--- src/rtl/logic_pkg.sv ---
// Shared definitions for the logical-unit execute stage.
//   op_e        : 3-bit opcode encoding carried from decode.
//   WIDTH_DEF   : default operand/result width.
//   TAG_W_DEF   : default destination tag width.
package logic_pkg;

  localparam int WIDTH_DEF = 32;
  localparam int TAG_W_DEF = 5;

  typedef enum logic [2:0] {
    OP_AND   = 3'd0,
    OP_OR    = 3'd1,
    OP_XOR   = 3'd2,
    OP_NAND  = 3'd3,
    OP_NOR   = 3'd4,
    OP_XNOR  = 3'd5,
    OP_NOT_A = 3'd6,
    OP_NOT_B = 3'd7
  } op_e;

endpackage

--- src/rtl/logic_func_32.sv ---
// Combinational logic function unit with result flags.
//   op     : opcode (logic_pkg::op_e encoding)
//   a, b   : operands
//   result : selected logical function of a and b
//   zero   : result == 0
//   neg    : result MSB
//   parity : XOR-reduction of result (1 = odd number of ones)
module logic_func_32
  import logic_pkg::*;
#(
  parameter int WIDTH = WIDTH_DEF
) (
  input  logic [2:0]       op,
  input  logic [WIDTH-1:0] a,
  input  logic [WIDTH-1:0] b,
  output logic [WIDTH-1:0] result,
  output logic             zero,
  output logic             neg,
  output logic             parity
);

  // NOTE: the default assignment before the case keeps this block free of
  // inferred latches even if an arm is ever removed.
  always_comb begin
    result = '0;
    unique case (op_e'(op))
      OP_AND:   result = a & b;
      OP_OR:    result = a | b;
      OP_XOR:   result = a ^ b;
      OP_NAND:  result = ~(a & b);
      OP_NOR:   result = ~(a | b);
      OP_XNOR:  result = ~(a ^ b);
      OP_NOT_A: result = ~a;
      OP_NOT_B: result = ~b;
      default:  result = '0;
    endcase
  end

  assign zero   = (result == '0);
  assign neg    = result[WIDTH-1];
  assign parity = ^result;

endmodule

--- src/rtl/logic_exec_stage.sv ---
// Two-stage pipelined execute stage for the logical unit.
//   in_valid/in_ready      : upstream handshake; in_op/in_a/in_b/in_tag captured
//                            into stage 1 on transfer.
//   out_valid/out_ready    : downstream handshake; out_result/out_tag/flags
//                            come from the stage-2 result register.
//   out_zero/neg/parity    : flags of out_result, registered with it.
//   op_count               : wrapping count of completed output transfers.
// Stage 1 holds operands, stage 2 holds the computed result. Both stages
// advance together when the output is free, giving one op per cycle.
module logic_exec_stage
  import logic_pkg::*;
#(
  parameter int WIDTH = WIDTH_DEF,
  parameter int TAG_W = TAG_W_DEF,
  parameter int CNT_W = 16
) (
  input  logic             clk,
  input  logic             rst_n,
  input  logic             in_valid,
  output logic             in_ready,
  input  logic [2:0]       in_op,
  input  logic [WIDTH-1:0] in_a,
  input  logic [WIDTH-1:0] in_b,
  input  logic [TAG_W-1:0] in_tag,
  output logic             out_valid,
  input  logic             out_ready,
  output logic [WIDTH-1:0] out_result,
  output logic [TAG_W-1:0] out_tag,
  output logic             out_zero,
  output logic             out_neg,
  output logic             out_parity,
  output logic [CNT_W-1:0] op_count
);

  logic             s1_valid;
  logic [2:0]       s1_op;
  logic [WIDTH-1:0] s1_a;
  logic [WIDTH-1:0] s1_b;
  logic [TAG_W-1:0] s1_tag;

  logic             s2_valid;

  logic [WIDTH-1:0] f_result;
  logic             f_zero;
  logic             f_neg;
  logic             f_parity;

  logic s2_adv;
  logic s1_load;
  logic s2_load;
  logic out_xfer;

  // Stage 2 can take new data when empty or when its content leaves this cycle.
  assign s2_adv   = !s2_valid || out_ready;
  // Stage 1 can take new data when empty or when it moves into stage 2.
  assign in_ready = !s1_valid || s2_adv;
  assign s1_load  = in_valid && in_ready;
  assign s2_load  = s1_valid && s2_adv;
  assign out_xfer = s2_valid && out_ready;
  assign out_valid = s2_valid;

  // NOTE: every register here, data included, is cleared by reset so that no
  // stale operand or result is ever visible after rst_n is released.
  // NOTE: sequential state uses non-blocking assignments only, so all
  // registers sample the pre-edge values of their neighbours.
  always_ff @(posedge clk or negedge rst_n) begin
    if (!rst_n) begin
      s1_valid <= 1'b0;
      s1_op    <= '0;
      s1_a     <= '0;
      s1_b     <= '0;
      s1_tag   <= '0;
    end else begin
      if (s1_load) begin
        s1_valid <= 1'b1;
        s1_op    <= in_op;
        s1_a     <= in_a;
        s1_b     <= in_b;
        s1_tag   <= in_tag;
      end else if (s2_load) begin
        s1_valid <= 1'b0;
      end
    end
  end

  logic_func_32 #(.WIDTH(WIDTH)) u_func (
    .op     (s1_op),
    .a      (s1_a),
    .b      (s1_b),
    .result (f_result),
    .zero   (f_zero),
    .neg    (f_neg),
    .parity (f_parity)
  );

  always_ff @(posedge clk or negedge rst_n) begin
    if (!rst_n) begin
      s2_valid   <= 1'b0;
      out_result <= '0;
      out_tag    <= '0;
      out_zero   <= 1'b0;
      out_neg    <= 1'b0;
      out_parity <= 1'b0;
    end else begin
      if (s2_load) begin
        s2_valid   <= 1'b1;
        out_result <= f_result;
        out_tag    <= s1_tag;
        out_zero   <= f_zero;
        out_neg    <= f_neg;
        out_parity <= f_parity;
      end else if (out_xfer) begin
        s2_valid <= 1'b0;
      end
    end
  end

  always_ff @(posedge clk or negedge rst_n) begin
    if (!rst_n) begin
      op_count <= '0;
    end else if (out_xfer) begin
      op_count <= op_count + 1'b1;
    end
  end

endmodule
--- config.mk ---
export PLATFORM = sky130hd
export DESIGN_NAME = logic_exec_stage
export DESIGN_NICKNAME = d
export VERILOG_FILES = /design/src/rtl/logic_pkg.sv /design/src/rtl/logic_func_32.sv /design/src/rtl/logic_exec_stage.sv
export SDC_FILE = /design/constraint.sdc
export NUM_CORES = 1
export LEC_CHECK = 0
export CELL_PAD_IN_SITES_DETAIL_PLACEMENT = 0
export CELL_PAD_IN_SITES_GLOBAL_PLACEMENT = 2
export CORE_UTILIZATION = 41
export DETAILED_ROUTE_END_ITERATION = 7
export DONT_BUFFER_PORTS = 1
export GPL_TIMING_DRIVEN = 0
export HOLD_SLACK_MARGIN = 0.1
export PLACE_DENSITY = 0.85
export SYNTH_ARGS = -nofsm -noshare
export SYNTH_HDL_FRONTEND = slang
export SYNTH_SLANG_ARGS = --single-unit
--- constraint.sdc ---
create_clock -name clk -period 3.2 [get_ports clk]
set_clock_uncertainty 0.1 [all_clocks]
set_input_delay 0.8 -clock clk [delete_from_list [all_inputs] [get_ports clk]]
set_output_delay 0.8 -clock clk [all_outputs]
set_load 0.03 [all_outputs]
==> results of run 1 <==
[worst max-delay path, delay by kind of cell, from the launching register on]
family	cells	cell delay (ns)
xor+xnor	4	0.71
buf+inv	3	0.58
compound gates	2	0.45
flops	1	0.38
simple gates	1	0.36
fa+ha+maj	1	0.30
[worst paths after layout]
kind	slack, ns	endpoint	from	cells after the start
max	0.18	out_parity	s1_op[1]	11
min	-0.02	s1_b[28]	rst_n	0
max reg2reg	0.18	out_parity	s1_op[1]	11
min reg2reg	0.40	out_tag[0]	s1_tag[0]	1
max in group asynchronous	2.77	s1_b[16]	rst_n	0
min in group clk	0.38	s1_valid	in_valid	1
[sequential cells by signal, indices dropped and copies added (netlist names), 3 cells and up]
signal,count
op_count,16
out_result,32
s1_tag,5
s1_op,3
s1_a,32
out_tag,5
s1_b,32
[layout make-up]
type                       count  area (sq um)  share of cell area
buffer                        55         334.1             0.03541
clock buffer                  17         425.4             0.04509
clock inverter                15         172.7             0.01830
sequential                   129          3229              0.3423
inverter                      88         330.3             0.03501
tap                          270         337.8             0.03581
multi-input combinational    598          4602              0.4878
antenna                        1         2.502           0.0002653
[stage by stage]
step	util	worst slack (ns)	hold slack (ns)	instance area [sq um]	power, mW
floorplan	-	0.6843	0.3572	8479	4.666
global placement	0.4358	-0.05966	0.3812	8817	5.383
detailed placement	0.4358	-0.04745	0.3922	8817	5.413
CTS	0.4652	0.08349	-0.04952	9413	7.460
global route	0.4661	0.001852	-0.04613	9432	7.891
finish	0.4662	0.1793	-0.02096	9434	7.405
[cell usage in the layout, fill, tap and decap left out, drive strengths merged, types with 12 or more instances in the layout]
cell type,n
a211oi,62
a21oi,32
a22o,20
buf,40
clkbuf,32
dfrtp,129
ha,81
inv,95
mux2,78
mux4,12
nand2,57
nor2,81
nor2b,32
o21ai,66
o22ai,20
xnor2,23
[report_power, final]
| group | switching [mW] | leakage [nW] | internal (mW) | total, mW |
|---|---|---|---|---|
| combinational | 1.43 | 2.55 | 1.24 | 2.67 |
| clock | 0.844 | 0.289 | 1.17 | 2.02 |
| sequential | 0.758 | 1.56 | 1.97 | 2.72 |
[timing repair]
item	4_1_cts	5_1_grt
resized for setup	1	12
setup endpoints to repair	1	1
hold endpoints to repair	129	129
[cells by family (layout without fill, tap and decap cells)]
| family | count (synthesis) | after routing | synth area share |
|---|---|---|---|
| AOI/OAI and AO/OA | 200 | 200 | 0.1481 |
| and+or+nand+nor | 196 | 196 | 0.1052 |
| xor gates and xnor gates | 30 | 30 | 0.03099 |
| other | 0 | 1 | 0 |
| adders and majority gates | 81 | 81 | 0.1195 |
| buffers and inverters | 144 | 175 | 0.07747 |
| muxes | 91 | 91 | 0.1380 |
| DFF | 129 | 129 | 0.3807 |
[layer usage]
| layer | part of all wire | routed length [um] |
|---|---|---|
| met5 | 0.00053 | 13 |
| met4 | 0.022 | 554 |
| met1 | 0.45 | 11120 |
| met2 | 0.46 | 11290 |
| met3 | 0.070 | 1738 |
==> impl_metrics.yaml, run 1 <==
floorplan:
  die_area_sq_mm: 0.02126
  die_w_um: 145.8
  coreArea_sq_mm: 0.02023
  row_count: 52
  start_util: 0.4191
  die_y_um: 145.8
  num_io_pins: 134
clock_tree:
  clock-sinks: 129
  clkTransAtPathRegs_ns: 0.06
  cts_max_path_buffers: 2
  cts_tree: "yes"
  h-tree-depth: 4
  cts_made_buffers: 17
  clk-insertion-delay-late_ns: 0.43
  post_cts_buffers: 0
  cts_root_buffer: "clkbuf_16"
run_status:
  run_status: "finished, violations left"
  failed_checks: "hold timing"
yosys:
  synth-seq-cells: 129
  yosysMostFrequentCell: "dfrtp_1"
  yosys-top-cells-area: "dfrtp_1 (38%), ha_1 (12%), mux2_2 (10%)"
  syn_area_sq_mm: 0.008479
  yosys.area.top_type: "dfrtp_1"
  yosys-top-cells-count: "dfrtp_1 (129), inv_1 (88), ha_1 (81), nor2_1 (81), mux2_2 (78)"
  ys.warnings.count: 0
  syn_nets: 1028
  async_flop_share: 1.000
  synth_top_area_frac: 0.3807
  syn_inst: 871
  ys_seq_area_frac: 0.3807
  avgSynthCellArea_sq_um: 9.735
  ys.flop_type: "dfrtp_1"
  synth_edf_count: 0
  yosysUniqueCellTypes: 34
pwr:
  ir_drop_uv: 470.9
  power_density_mw_per_mm2: 784.9
  p_leak_nw: 4.390
final_layout:
  synthToLayoutAreaGrowth_pct: 11.26
  num-nets-final: 1046
  final_cells: 1173
  fillers: 1943
  drive_above_1_share: 0.1863
flow_run:
  max_cap_viol_count: 0
timing:
  finalSetupTns_ns: 0
  worstMarginPinSlew_ns: 0.7315
  fin_crit_sh: 0.9440
  clock.fmax_mhz: 331.1
  max_slew_margin: 0.5123
  finalSetupViolCount: 0
  rsz0062_at_grt: "no"
  finalCriticalPeriod_ns: 3.021
  hold_ws_ns: -0.02096
  hold_viol_final: 34
  slew_violations: 0
routing:
  ant_nets: 0
  vias: 6438
  wirelength_mm: 24.72
  first_iter_violations: 397
  wl_per_cell_um: 21.07
  viasPerCell: 5.488
  drt_pass1_iterations: 5
  drc: 0
placed_design:
  hpwl_mm: 17.28
  dp.cells: 1141
  gp_congestion: 0.8582
  portBuffers: 0
worst_hold_path:
  hold_class: "in2async"
global_routing:
  grtUsageTotal: 0.2418
  grt_busiest_layer: "met2"
  antenna_found_initial: 2
  grt_max_degree: 130
  gr-usage-met1: 0.3198
  grt_first_pass_wirelength_mm: 38.62
  gr-usage-met2: 0.3799
  grt_overflow: 0
  grt_pass1_vias: 6479
  grt_use_met3: 0.06677
worst_setup_path:
  path_max_fanout: 10
  crit_path_end_kind: "register"
  crit_top_cell: "xnor2_1"
  crit_type: "reg2reg"
  worstPathRequired_ns: 3.38
  max_stage_delay_ns: 0.38
  slowest_stage: "dfrtp_1"
  crit_chain: "buf_6 -> or3_4 -> buf_6 -> clkbuf_1 -> o21ai_0 -> ha_1 -> xnor2_1 -> xnor2_1 -> xnor2_1 -> xnor2_1 -> o21ai_0"
  start_kind: "register"
  crit_arrival_ns: 3.21
Note: power is estimated with default switching activity, not from simulation.
==> run 2, diff against run 1 <==
--- a/config.mk
+++ b/config.mk
@@ -13,6 +13,7 @@
 export GPL_TIMING_DRIVEN = 0
 export HOLD_SLACK_MARGIN = 0.1
 export PLACE_DENSITY = 0.85
+export REMOVE_ABC_BUFFERS = 1
 export SYNTH_ARGS = -nofsm -noshare
 export SYNTH_HDL_FRONTEND = slang
 export SYNTH_SLANG_ARGS = --single-unit
==> run 2 against run 1 <==
Against the previous run: the run still ends with hold timing left; non-clock buffer count fell by 44; clock power is essentially flat; maximum frequency decreased by 0.50%; sequential power barely moved; die area did not move; cell count down 3.6%; critical path depth grew 1; first-iteration DRC count decreased by 30%; count of clock-buffer cells in the layout grew 1.
==> impl_metrics.yaml, run 2 (same netlist as run 1, synthesis figures left out) <==
run_status:
  run_status: "finished, violations left"
  failed_checks: "hold timing"
pwr:
  switchingPower_mw: 2.968
  p_leak_nw: 4.351
  pwr-share-seq: 0.373
  clkPwrFrac: 0.273
  combPwrFrac: 0.355
  power_density_mw_per_mm2: 782.2
  power.internal_mw: 4.394
  ir_drop_uv: 548.2
  power_switching_share: 0.4031
worst_setup_path:
  crit_buf_inv: 1
  worstRegToRegCells: 12
  start_kind: "register"
  startpoint: "s1_op[0]"
  r2r_end: "out_parity"
  crit_chain: "buf_16 -> nand2b_2 -> o22ai_1 -> a21oi_1 -> nand2_1 -> o21ai_0 -> ha_1 -> xnor2_1 -> xnor2_1 -> xnor2_1 -> xnor2_1 -> o21ai_0"
  max_stage_delay_ns: 0.51
  path_depth: 12
  crit_top_cell: "xnor2_1"
  crit_end: "out_parity"
  slowest_stage: "dfrtp_4"
  cp_top_family: "XOR/XNOR gates"
  r2r_slack_ns: 0.16
  r2r_start: "s1_op[0]"
  crit_arrival_ns: 3.21
  path_max_fanout: 44
  worstPathRequired_ns: 3.37
  crit_type: "reg2reg"
  crit_path_end_kind: "register"
clock_tree:
  cts_made_buffers: 17
  clk-insertion-delay-late_ns: 0.43
  cts_root_buffer: "clkbuf_16"
  cts_max_path_buffers: 2
  cts_tree: "yes"
  h-tree-depth: 4
  clkTransAtPathRegs_ns: 0.07
  clock-sinks: 129
global_routing:
  grt_max_degree: 130
  grt_overflow: 0
  grt_first_pass_wirelength_mm: 33.62
  grt_pass1_vias: 6013
  grtUsageTotal: 0.2059
  antenna_found_initial: 3
routing:
  wirelength_mm: 21.33
  drt_pass1_iterations: 4
  drc: 0
  route.met3.wl_mm: 1.128
  first_iter_violations: 278
  wl_per_cell_um: 18.86
  top_layer: "met5"
  met2WireLength_mm: 10.17
  met1_length_mm: 9.765
  ant_nets: 0
  viasPerCell: 5.405
  vias: 6113
final_layout:
  top_regs: "out_result (32), s1_a (32), s1_b (32)"
  finalInstanceArea_sq_mm: 0.009413
  num-nets-final: 1005
  fillers: 1952
  synthToLayoutAreaGrowth_pct: 11.01
  drive_above_1_share: 0.1707
  mostFrequentLayoutCells: "dfrtp_1 (126), inv_1 (88), nor2_1 (81), ha_1 (81), mux2_2 (78)"
  n_antenna_cell: 0
  final_common_cell: "dfrtp_1"
placed_design:
  hpwl_mm: 12.14
  portBuffers: 0
  gp_congestion: 0.7000
  dpl_cell_area_sq_mm: 0.008600
floorplan:
  row_count: 52
  coreArea_sq_mm: 0.02023
  die_area_sq_mm: 0.02126
  die_y_um: 145.8
  start_util: 0.4191
  die_w_um: 145.8
  num_io_pins: 134
timing:
  fin_crit_sh: 0.9487
  finalSetupTns_ns: 0
  hold_viol_final: 129
  finalCriticalPeriod_ns: 3.036
  clock.fmax_mhz: 329.4
  max_slew_margin: 0.4092
  rsz0062_at_grt: "no"
  slew_violations: 0
  hold_ws_ns: -0.04192
  finalSetupViolCount: 0
  worstMarginPinSlew_ns: 0.8862
flow_run:
  max_cap_viol_count: 0
worst_hold_path:
  hold_class: "in2async"
-- run 2: cell types whose count changed in the layout (fill, tap and decap cells not counted), moves of 3 or more --
cell      previous run  this run
buf_16               0         4
buf_2               24         0
buf_4                8         4
buf_6                8         0
clkbuf_1            11         0
clkbuf_2             3         0
dfrtp_4              0         3
inv_8                2         5
nand2_1             57        54
nand2_4              0         3
xnor2_1             23        20
xnor2_2              0         3
-- run 2: per-stage QoR --
stage / cells / worst slack (ns) / util / power [mW]
global route: 1131 / 0.003841 / 0.4652 / 7.860
floorplan: 815 / -1.352 / - / 4.595
global placement: 1085 / -3.583 / 0.4196 / 5.193
finish: 1131 / 0.1641 / 0.4652 / 7.362
detailed placement: 1088 / -0.7681 / 0.4250 / 5.229
CTS: 1126 / 0.0008791 / 0.4610 / 7.388
-- run 2: timing repair --
action | 4_1_cts | 5_1_grt
pin swaps | 1 | 0
setup buffers | 2 | 4
hold endpoints to repair | 129 | 129
endpoints found under the setup margin | 2 | 1
resized for setup | 7 | 4
cloned | 4 | 1
-- run 2: worst min-delay path by stage --
stage / endpoint / slack (ns)
after global routing: s1_a[5] / -0.07
final: s1_a[5] / -0.04
after floorplan: out_valid / 0.36
after CTS: s1_a[5] / -0.06
after detailed placement: s1_tag[4] / 0.39
after global placement: out_valid / 0.37
-- run 2: cell type report --
| class | count | area [sq um] | area share |
|---|---|---|---|
| repair buffers | 11 | 225.2 | 0.02393 |
| clock buffers | 18 | 439.2 | 0.04666 |
| inverters | 88 | 330.3 | 0.03509 |
| flip-flops and latches | 129 | 3239 | 0.3441 |
| multi-input cells | 601 | 4686 | 0.4978 |
| clock inverters | 14 | 155.1 | 0.01648 |
| well taps | 270 | 337.8 | 0.03589 |
-- run 2: power groups by stage --
stage          Combinational, mW  Clock, mW  Sequential (mW)
6_report                    2.61       2.01             2.74
5_1_grt                     2.92       2.14             2.80
4_1_cts                     2.54       2.07             2.77
3_5_place_dp                2.41          0             2.82
3_3_place_gp                2.30          0             2.90
2_1_floorplan               1.86          0             2.73
-- run 2: metal layers --
layer	vias up	track usage
li1	2993	-
met1	2960	0.2644
met2	129	0.3373
met3	25	0.06144
met4	6	0.05368
met5	-	0
